$ cat src/rtl/sched_pkg.sv
// Shared types and helpers for the count_sched round-robin interval scheduler.
package sched_pkg;

  // Scheduler states: waiting for a request, running the counter, reporting completion.
  typedef enum logic [1:0] {
    S_IDLE  = 2'd0,
    S_COUNT = 2'd1,
    S_DONE  = 2'd2
  } state_t;

  // Width of a requester ID; never below one bit so ports stay legal.
  function automatic int id_width(input int nreq);
    return (nreq > 1) ? $clog2(nreq) : 1;
  endfunction

endpackage

$ cat src/rtl/sched_counter.sv
// Shared interval up-counter: synchronous clear, count enable, terminal-value compare.
module sched_counter
  import sched_pkg::*;
#(
  parameter int W = 4
) (
  input  logic         clk,
  input  logic         reset,
  input  logic         i_clear,
  input  logic         i_enable,
  input  logic [W-1:0] i_term,
  output logic [W-1:0] o_val,
  output logic         o_last
);

  // Counter register: clear wins over enable, otherwise hold.
  always_ff @(posedge clk or posedge reset) begin
    if (reset) begin
      o_val <= '0;
    end else if (i_clear) begin
      o_val <= '0;
    end else if (i_enable) begin
      o_val <= o_val + W'(1);
    end
  end

  assign o_last = (o_val == i_term);

endmodule

$ cat src/rtl/count_sched.sv
// Round-robin scheduler sharing one interval counter among NREQ requesters.
// A winner is picked in IDLE, the counter runs 0..len-1 in COUNT, and DONE
// pulses o_done tagged with the winner's ID before returning to IDLE.
module count_sched
  import sched_pkg::*;
#(
  parameter  int NREQ = 4,
  parameter  int W    = 4,
  localparam int IDW  = id_width(NREQ)
) (
  input  logic              clk,
  input  logic              reset,
  input  logic [NREQ-1:0]   i_req,
  input  logic [NREQ*W-1:0] i_len,
  output logic [NREQ-1:0]   o_grant,
  output logic [IDW-1:0]    o_gnt_id,
  output logic [W-1:0]      o_val,
  output logic              o_busy,
  output logic              o_done,
  output logic [IDW-1:0]    o_done_id
);

  state_t         state;
  logic [IDW-1:0] last_id;
  logic [W-1:0]   len_q;

  logic [IDW-1:0] pick;
  logic           pick_valid;
  logic [W-1:0]   pick_len;

  logic           abort;
  logic           cnt_last;
  logic           cnt_clear;
  logic           cnt_enable;

  // Round-robin search: first requester set after last_id, wrapping modulo NREQ.
  always_comb begin
    logic [IDW-1:0] idx;
    // NOTE: every variable gets a default before any branch, so no path can infer a latch.
    pick       = '0;
    pick_valid = 1'b0;
    idx        = '0;
    for (int off = 1; off <= NREQ; off++) begin
      idx = IDW'((int'(last_id) + off) % NREQ);
      if (!pick_valid && i_req[idx]) begin
        pick       = idx;
        pick_valid = 1'b1;
      end
    end
  end

  // Select the winner's run length from the packed length bus.
  always_comb begin
    pick_len = '0;
    for (int k = 0; k < NREQ; k++) begin
      if (pick == IDW'(k)) pick_len = i_len[k*W +: W];
    end
  end

  // Counter control: run only in COUNT until the terminal value, clear everywhere else.
  always_comb begin
    abort      = (state == S_COUNT) && !i_req[o_gnt_id];
    cnt_clear  = (state != S_COUNT) || abort;
    cnt_enable = (state == S_COUNT) && !cnt_last;
  end

  sched_counter #(.W(W)) u_counter (
    .clk      (clk),
    .reset    (reset),
    .i_clear  (cnt_clear),
    .i_enable (cnt_enable),
    .i_term   (len_q - W'(1)),
    .o_val    (o_val),
    .o_last   (cnt_last)
  );

  // Scheduler FSM with registered grant and done outputs.
  always_ff @(posedge clk or posedge reset) begin
    if (reset) begin
      state     <= S_IDLE;
      last_id   <= IDW'(NREQ - 1);
      len_q     <= '0;
      o_grant   <= '0;
      o_gnt_id  <= '0;
      o_done    <= 1'b0;
      o_done_id <= '0;
    end else begin
      // NOTE: non-blocking assignments so every register samples pre-edge values together.
      case (state)
        S_IDLE: begin
          if (pick_valid) begin
            len_q    <= pick_len;
            o_gnt_id <= pick;
            o_grant  <= NREQ'(1) << pick;
            if (pick_len == '0) begin
              state     <= S_DONE;
              o_done    <= 1'b1;
              o_done_id <= pick;
            end else begin
              state <= S_COUNT;
            end
          end
        end
        S_COUNT: begin
          // A dropped request cancels the run even on its final count.
          if (abort) begin
            state    <= S_IDLE;
            last_id  <= o_gnt_id;
            o_grant  <= '0;
            o_gnt_id <= '0;
          end else if (cnt_last) begin
            state     <= S_DONE;
            o_done    <= 1'b1;
            o_done_id <= o_gnt_id;
          end
        end
        S_DONE: begin
          state     <= S_IDLE;
          last_id   <= o_gnt_id;
          o_grant   <= '0;
          o_gnt_id  <= '0;
          o_done    <= 1'b0;
          o_done_id <= '0;
        end
        default: begin
          state <= S_IDLE;
        end
      endcase
    end
  end

  assign o_busy = (state != S_IDLE);

endmodule
$ cat config.mk
export PLATFORM = sky130hd
export DESIGN_NAME = count_sched
export DESIGN_NICKNAME = d
export VERILOG_FILES = /design/src/rtl/sched_pkg.sv /design/src/rtl/sched_counter.sv /design/src/rtl/count_sched.sv
export SDC_FILE = /design/constraint.sdc
export NUM_CORES = 1
export LEC_CHECK = 0
export CAP_MARGIN = 5
export CORE_MARGIN = 1
export CORE_UTILIZATION = 45
export CTS_CLUSTER_SIZE = 30
export DETAILED_ROUTE_END_ITERATION = 8
export PLACE_DENSITY_LB_ADDON = 0.2
export REMOVE_ABC_BUFFERS = 1
export SLEW_MARGIN = 20
export SYNTH_ARGS = -nofsm -noshare
export SYNTH_HDL_FRONTEND = slang
export SYNTH_HIERARCHICAL = 1
export SYNTH_SLANG_ARGS = --single-unit
$ cat constraint.sdc
create_clock -name clk -period 2.7 [get_ports clk]
set_input_delay 0.54 -clock clk [delete_from_list [all_inputs] [get_ports clk]]
set_output_delay 0.54 -clock clk [all_outputs]
set_load 0.05 [all_outputs]
==> results.yml, run 1 <==
setup_path:
  arrival_ps: 2030
  critical_path_required_ps: 2160
  slowest_delay_ps: 800
  r2r_slack_ps: 390
  cp_max_fo: 6
  worstPathCellList: "inv_1 -> ha_1 -> inv_1 -> clkdlybuf4s50_1"
  worst-r2r-cell-count: 8
  worstSetupPathType: "flop to output port"
  worst_path_max_delay_cell: "clkdlybuf4s50_1"
  endpoint_kind: "output port"
  start_kind: "flop"
  cpMostUsedCell: "inv_1"
sta:
  worstMarginPinSlew_ps: 661
  holdWs_ps: 440
  setup_violations: 0
  max_freq_mhz: 390
  clock_skew_ps: 4.31
  finalCriticalPeriod_ps: 2570
  fin_crit_sh: 0.951
  rsz0062_at_grt: "false"
  finalHoldViolCount: 0
  final_max_slew_viol_count: 0
  slew_headroom: 0.559
clock_tree:
  cts_setup_buffers: 0
  clock_path_buffers: 2
  clkTransAtPathRegs_ps: 110
  h-tree-depth: 1
  hold_buffers: 0
  cts_resized: 0
  cts_tree: "yes"
  clkSinkCount: 21
  cts_buffers: 3
  root_buffer: "clkbuf_4"
  clk_latency_ps: 300
floorplanning:
  io-pin-count: 36
  fp.dieW_um: 56.7
  core_mm2: 0.00281
  die_area_mm2: 0.00322
  core.rowCount: 19
  die_h_um: 56.7
  start_util: 0.481
finish:
  fin_util: 0.641
  antenna_cells: 0
  instances_no_fill: 207
  fin_area_mm2: 0.00180
  area_growth_pct: 33.4
  drive_gt1_frac: 0.165
  nNetsFinal: 205
global_routing:
  grt_pass1_vias: 1079
  grt_max_degree: 18
  grt_pass1_wl_um: 4880
  antenna_found_initial: 0
  grt_overflow: 0
  grt_util_all_layers: 0.195
drt:
  via_per_inst: 5.43
  met2_length_um: 1400
  wl_met3_um: 139
  wl_um: 2850
  wire_per_inst_um: 13.7
  firstDrtPassIters: 6
  routed.top_layer: "met4"
  drc_errors: 2
  final_antenna_net_count: 0
  drtIter0Drc: 34
  wl_met1_um: 1270
  dr_total_vias: 1125
synth:
  synth-seq-cells: 21
  synth_cell_type_count: 34
  synthFlopType: "dfrtp_1"
  synth_warnings: 6
  synth.avg_cell_area_um2: 10.2
  yosysSeqAreaShare: 0.391
  synthArstFlopShare: 1.00
  synth-edff-count: 0
  syn_inst: 132
  synth_area_mm2: 0.00135
pwr:
  p_leak_nw: 0.845
  cellPowerDensity_mw_per_mm2: 1160
  peakVddDrop_v: 0.000552
  power_mw: 2.08
placed_design:
  dpl_cell_area_mm2: 0.00177
  io_buffer_count: 35
  gp_congestion: 0.784
  numPlacedInstances: 203
  hpwl_um: 2290
run:
  cap_violations: 0
worst_hold_path:
  holdCritPathClass: "input pin to asynchronous set/reset pin"
status:
  violations: "design-rule violations"
  outcome: "finished with violations"
[through the flow]
step	TNS, ps	worst slack, ps
floorplan	0	328
global placement	-62.4	-31.2
detailed placement	-181	-78.2
CTS	0	141
global route	0	65.6
finish	0	133
[routing by layer]
metal  GRT usage  vias to the layer above
li1            -                      555
met3      0.0300                        4
met4      0.0627                        0
met5           0                        -
met2       0.337                       34
met1       0.250                      532
[state kept, by name, summed over array words and instances (netlist names)]
name             cells
len_q                4
state                2
o_grant              4
u_counter/o_val      4
o_done_id            2
o_gnt_id             2
o_done               1
last_id              2
[layout make-up]
cell class / instances / area, um2
Inverter: 10 / 37.5
Sequential cell: 21 / 528
Clock buffer: 3 / 22.5
Fill cell: 236 / 1010
Clock inverter: 1 / 5.00
Tap cell: 31 / 38.8
Timing Repair Buffer: 43 / 410
Multi-Input combinational cell: 98 / 757
[critical path: cells and delay by family, from the launching register on]
kind / cells / cell delay (ps)
flip-flops: 1 / 430
adder cells (fa/ha/maj): 1 / 290
buffers and inverters: 3 / 1020
[logic make-up (layout without fill, tap and decap cells)]
logic type,count (synthesis),count (layout),share of synthesized area
simple gates,41,41,0.145
buf+inv,13,57,0.0473
mux,21,21,0.190
flops,21,21,0.391
xor+xnor,7,7,0.0455
fa+ha+maj,6,6,0.0557
compound gates,23,23,0.125
[final timing paths]
check	from	to
max in group asynchronous	reset	len_q[3]
min in group clk	o_grant[0]	o_grant[0]
max reg2reg	last_id[1]	o_done_id[1]
min reg2reg	o_grant[0]	o_grant[0]
max	state[0]	o_busy
min	reset	u_counter/o_val[2]
[placed cells by master (no fill, tap or decap), types with 2 or more instances in the layout]
cell type        instances
inv_1                   10
dfstp_2                  2
xor2_1                   6
nor2b_1                  3
ha_1                     6
a21oi_1                  3
mux2_2                   3
buf_4                    8
clkdlybuf4s50_1         35
nand3_1                  3
mux2_4                   6
clkbuf_4                 3
o31ai_1                  3
nor2_1                   5
nand3b_1                 2
nand2b_1                 2
dfrtp_1                 19
nand2_1                 21
mux2i_1                 11
nor4_1                   2
o21ai_0                  7
o41ai_1                  2
[Yosys cell counts (all sizes together), types with 2 or more instances]
master / count / share of area
inv: 10 / 0.028
mux2i: 11 / 0.082
nand4: 2 / 0.014
nor4: 2 / 0.0093
dfstp: 2 / 0.039
nand3b: 2 / 0.011
mux2: 9 / 0.092
o31ai: 3 / 0.017
nand2: 21 / 0.058
buf: 2 / 0.017
ha: 6 / 0.056
o21ai: 7 / 0.026
o41ai: 2 / 0.013
nor2b: 3 / 0.014
a31oi: 2 / 0.014
nor2: 5 / 0.014
xor2: 6 / 0.039
a21o: 2 / 0.017
dfrtp: 19 / 0.35
nand2b: 2 / 0.0093
nand3: 3 / 0.011
a21oi: 3 / 0.011
[where the power goes]
part           internal (mW)  switching [mW]  leakage, nW
registers              0.450           0.116        0.264
clock network         0.0552          0.0959       0.0177
logic                  0.587           0.779        0.563
No activity file was read; power rests on OpenSTA's default activity.
==> inputs of run 2 (changes only) <==
- ABC_CLOCK_PERIOD_IN_PS: default -> 2700
- PLACE_DENSITY: default -> 0.77
- PLACE_DENSITY_LB_ADDON: 0.2 -> default
- SLEW_MARGIN: 20 -> default
==> run 2 against run 1 <==
Against the previous run: the flow still finishes with violations (design-rule violations); first-iteration DRC count decreased by 8.8%; flip-flop and latch count is the same; final cell count is 0.97% higher; core utilization is 0.54 points higher; clock-buffer cell count did not move; critical path type unchanged; largest power group unchanged.
==> results.yml, run 2 (synthesis gave the netlist of run 1 again) <==
placed_design:
  hpwl_um: 2320
  numPlacedInstances: 205
  io_buffer_count: 35
  gp_congestion: 0.837
setup_path:
  worst-r2r-cell-count: 8
  r2r_end: "o_done_id[1]"
  r2r_start: "last_id[1]"
  endpoint_kind: "output port"
  critical_path_required_ps: 2160
  arrival_ps: 2040
  start_kind: "flop"
  cp_max_fo: 6
  r2r_slack_ps: 390
  worstSetupPathType: "flop to output port"
drt:
  dr_total_vias: 1120
  via_per_inst: 5.36
  firstDrtPassIters: 6
  wire_per_inst_um: 13.6
  wl_um: 2840
  drc_errors: 4
  final_antenna_net_count: 0
  drtIter0Drc: 31
floorplanning:
  io-pin-count: 36
  core_mm2: 0.00281
  start_util: 0.481
  fp.dieW_um: 56.7
  core.rowCount: 19
  die_area_mm2: 0.00322
  die_h_um: 56.7
clock_tree:
  root_buffer: "clkbuf_4"
  cts_setup_buffers: 0
  cts_buffers: 3
  clock_path_buffers: 2
  cts_tree: "yes"
  clkTransAtPathRegs_ps: 130
  h-tree-depth: 1
  clk_latency_ps: 310
  cts_resized: 0
  clkSinkCount: 21
  hold_buffers: 0
sta:
  worstMarginPinSlew_ps: 639
  clock_skew_ps: 10.8
  max_freq_mhz: 387
  final_max_slew_viol_count: 0
  finalHoldViolCount: 0
  rsz0062_at_grt: "false"
  setup_violations: 0
  finalCriticalPeriod_ps: 2580
  fin_crit_sh: 0.957
  finalSetupTns_ps: 0
  slew_headroom: 0.574
run:
  cap_violations: 0
pwr:
  power_mw: 2.09
  cellPowerDensity_mw_per_mm2: 1150
  p_leak_nw: 0.855
  peakVddDrop_v: 0.000727
finish:
  instances_no_fill: 209
  fin_util: 0.647
  reg.largest.list: "len_q: 4 flops, o_grant: 4 flops, u_counter/o_val: 4 flops"
  layout_common_cells: "clkdlybuf4s50_1 (35), nand2_1 (21), dfrtp_1 (19), mux2i_1 (11)"
  drive_gt1_frac: 0.174
  area_growth_pct: 34.5
  nNetsFinal: 207
  antenna_cells: 0
  final_common_cell: "clkdlybuf4s50_1"
worst_hold_path:
  holdCritPathClass: "input pin to asynchronous set/reset pin"
global_routing:
  grt_overflow: 0
  grt_pass1_vias: 1121
  grt_util_all_layers: 0.203
  grt_max_degree: 18
  grt_pass1_wl_um: 5070
  antenna_found_initial: 0
status:
  outcome: "finished with violations"
  violations: "design-rule violations"
## run 2: cell count changes in the layout (fill, tap and decap cells not counted), sizes merged
cell  before  now
buf        8   10
## run 2: metrics by stage
step	hold slack (ps)	instance area [um2]	setup WS (ps)
6_report	433	1810	117
5_1_grt	480	1810	25.1
4_1_cts	440	1810	129
3_5_place_dp	468	1790	-80.2
3_3_place_gp	465	1790	-24.6
2_1_floorplan	306	1320	328
## run 2: power breakdown
part,total [mW],internal (mW),switching (mW),leakage (nW)
Clock,0.156,0.0552,0.101,0.0177
Combinational,1.37,0.589,0.783,0.573
Sequential,0.562,0.450,0.113,0.264
## run 2: critical path: stages (launching register included)
cell	delay, ps
dfrtp_1	420
inv_1	90
ha_1	290
inv_1	120
clkdlybuf4s50_1	810
## run 2: final cells by class
type | instances | area, um2
Inverter | 10 | 37.5
Fill cell | 245 | 991
Timing Repair Buffer | 45 | 425
Tap cell | 31 | 38.8
Multi-Input combinational cell | 98 | 757
Sequential cell | 21 | 528
Clock inverter | 1 | 5.00
Clock buffer | 3 | 22.5
## run 2: worst max-delay path by stage
stage	from	end	slack, ps	depth (start not counted)
6_report	state[0]	o_busy	120	4
2_1_floorplan	last_id[1]	o_done_id[0]	330	7
3_5_place_dp	i_req[3]	o_done_id[1]	-80	9
5_1_grt	state[1]	o_busy	30	4
4_1_cts	state[0]	o_busy	130	4
3_3_place_gp	i_req[0]	o_done_id[1]	-20	9
## run 2: layer usage
layer	global-route usage	vias to the layer above	wire length, um
met5	0	-	0
met4	0.0314	0	14
met3	0.0415	2	172
met2	0.352	42	1330
met1	0.265	517	1320
li1	-	559	-
==> inputs of run 3 (changes only) <==
- HOLD_SLACK_MARGIN: default -> 0.03
==> results of run 3 <==
Final layout, timing and power as in run 2 (identical DEF).
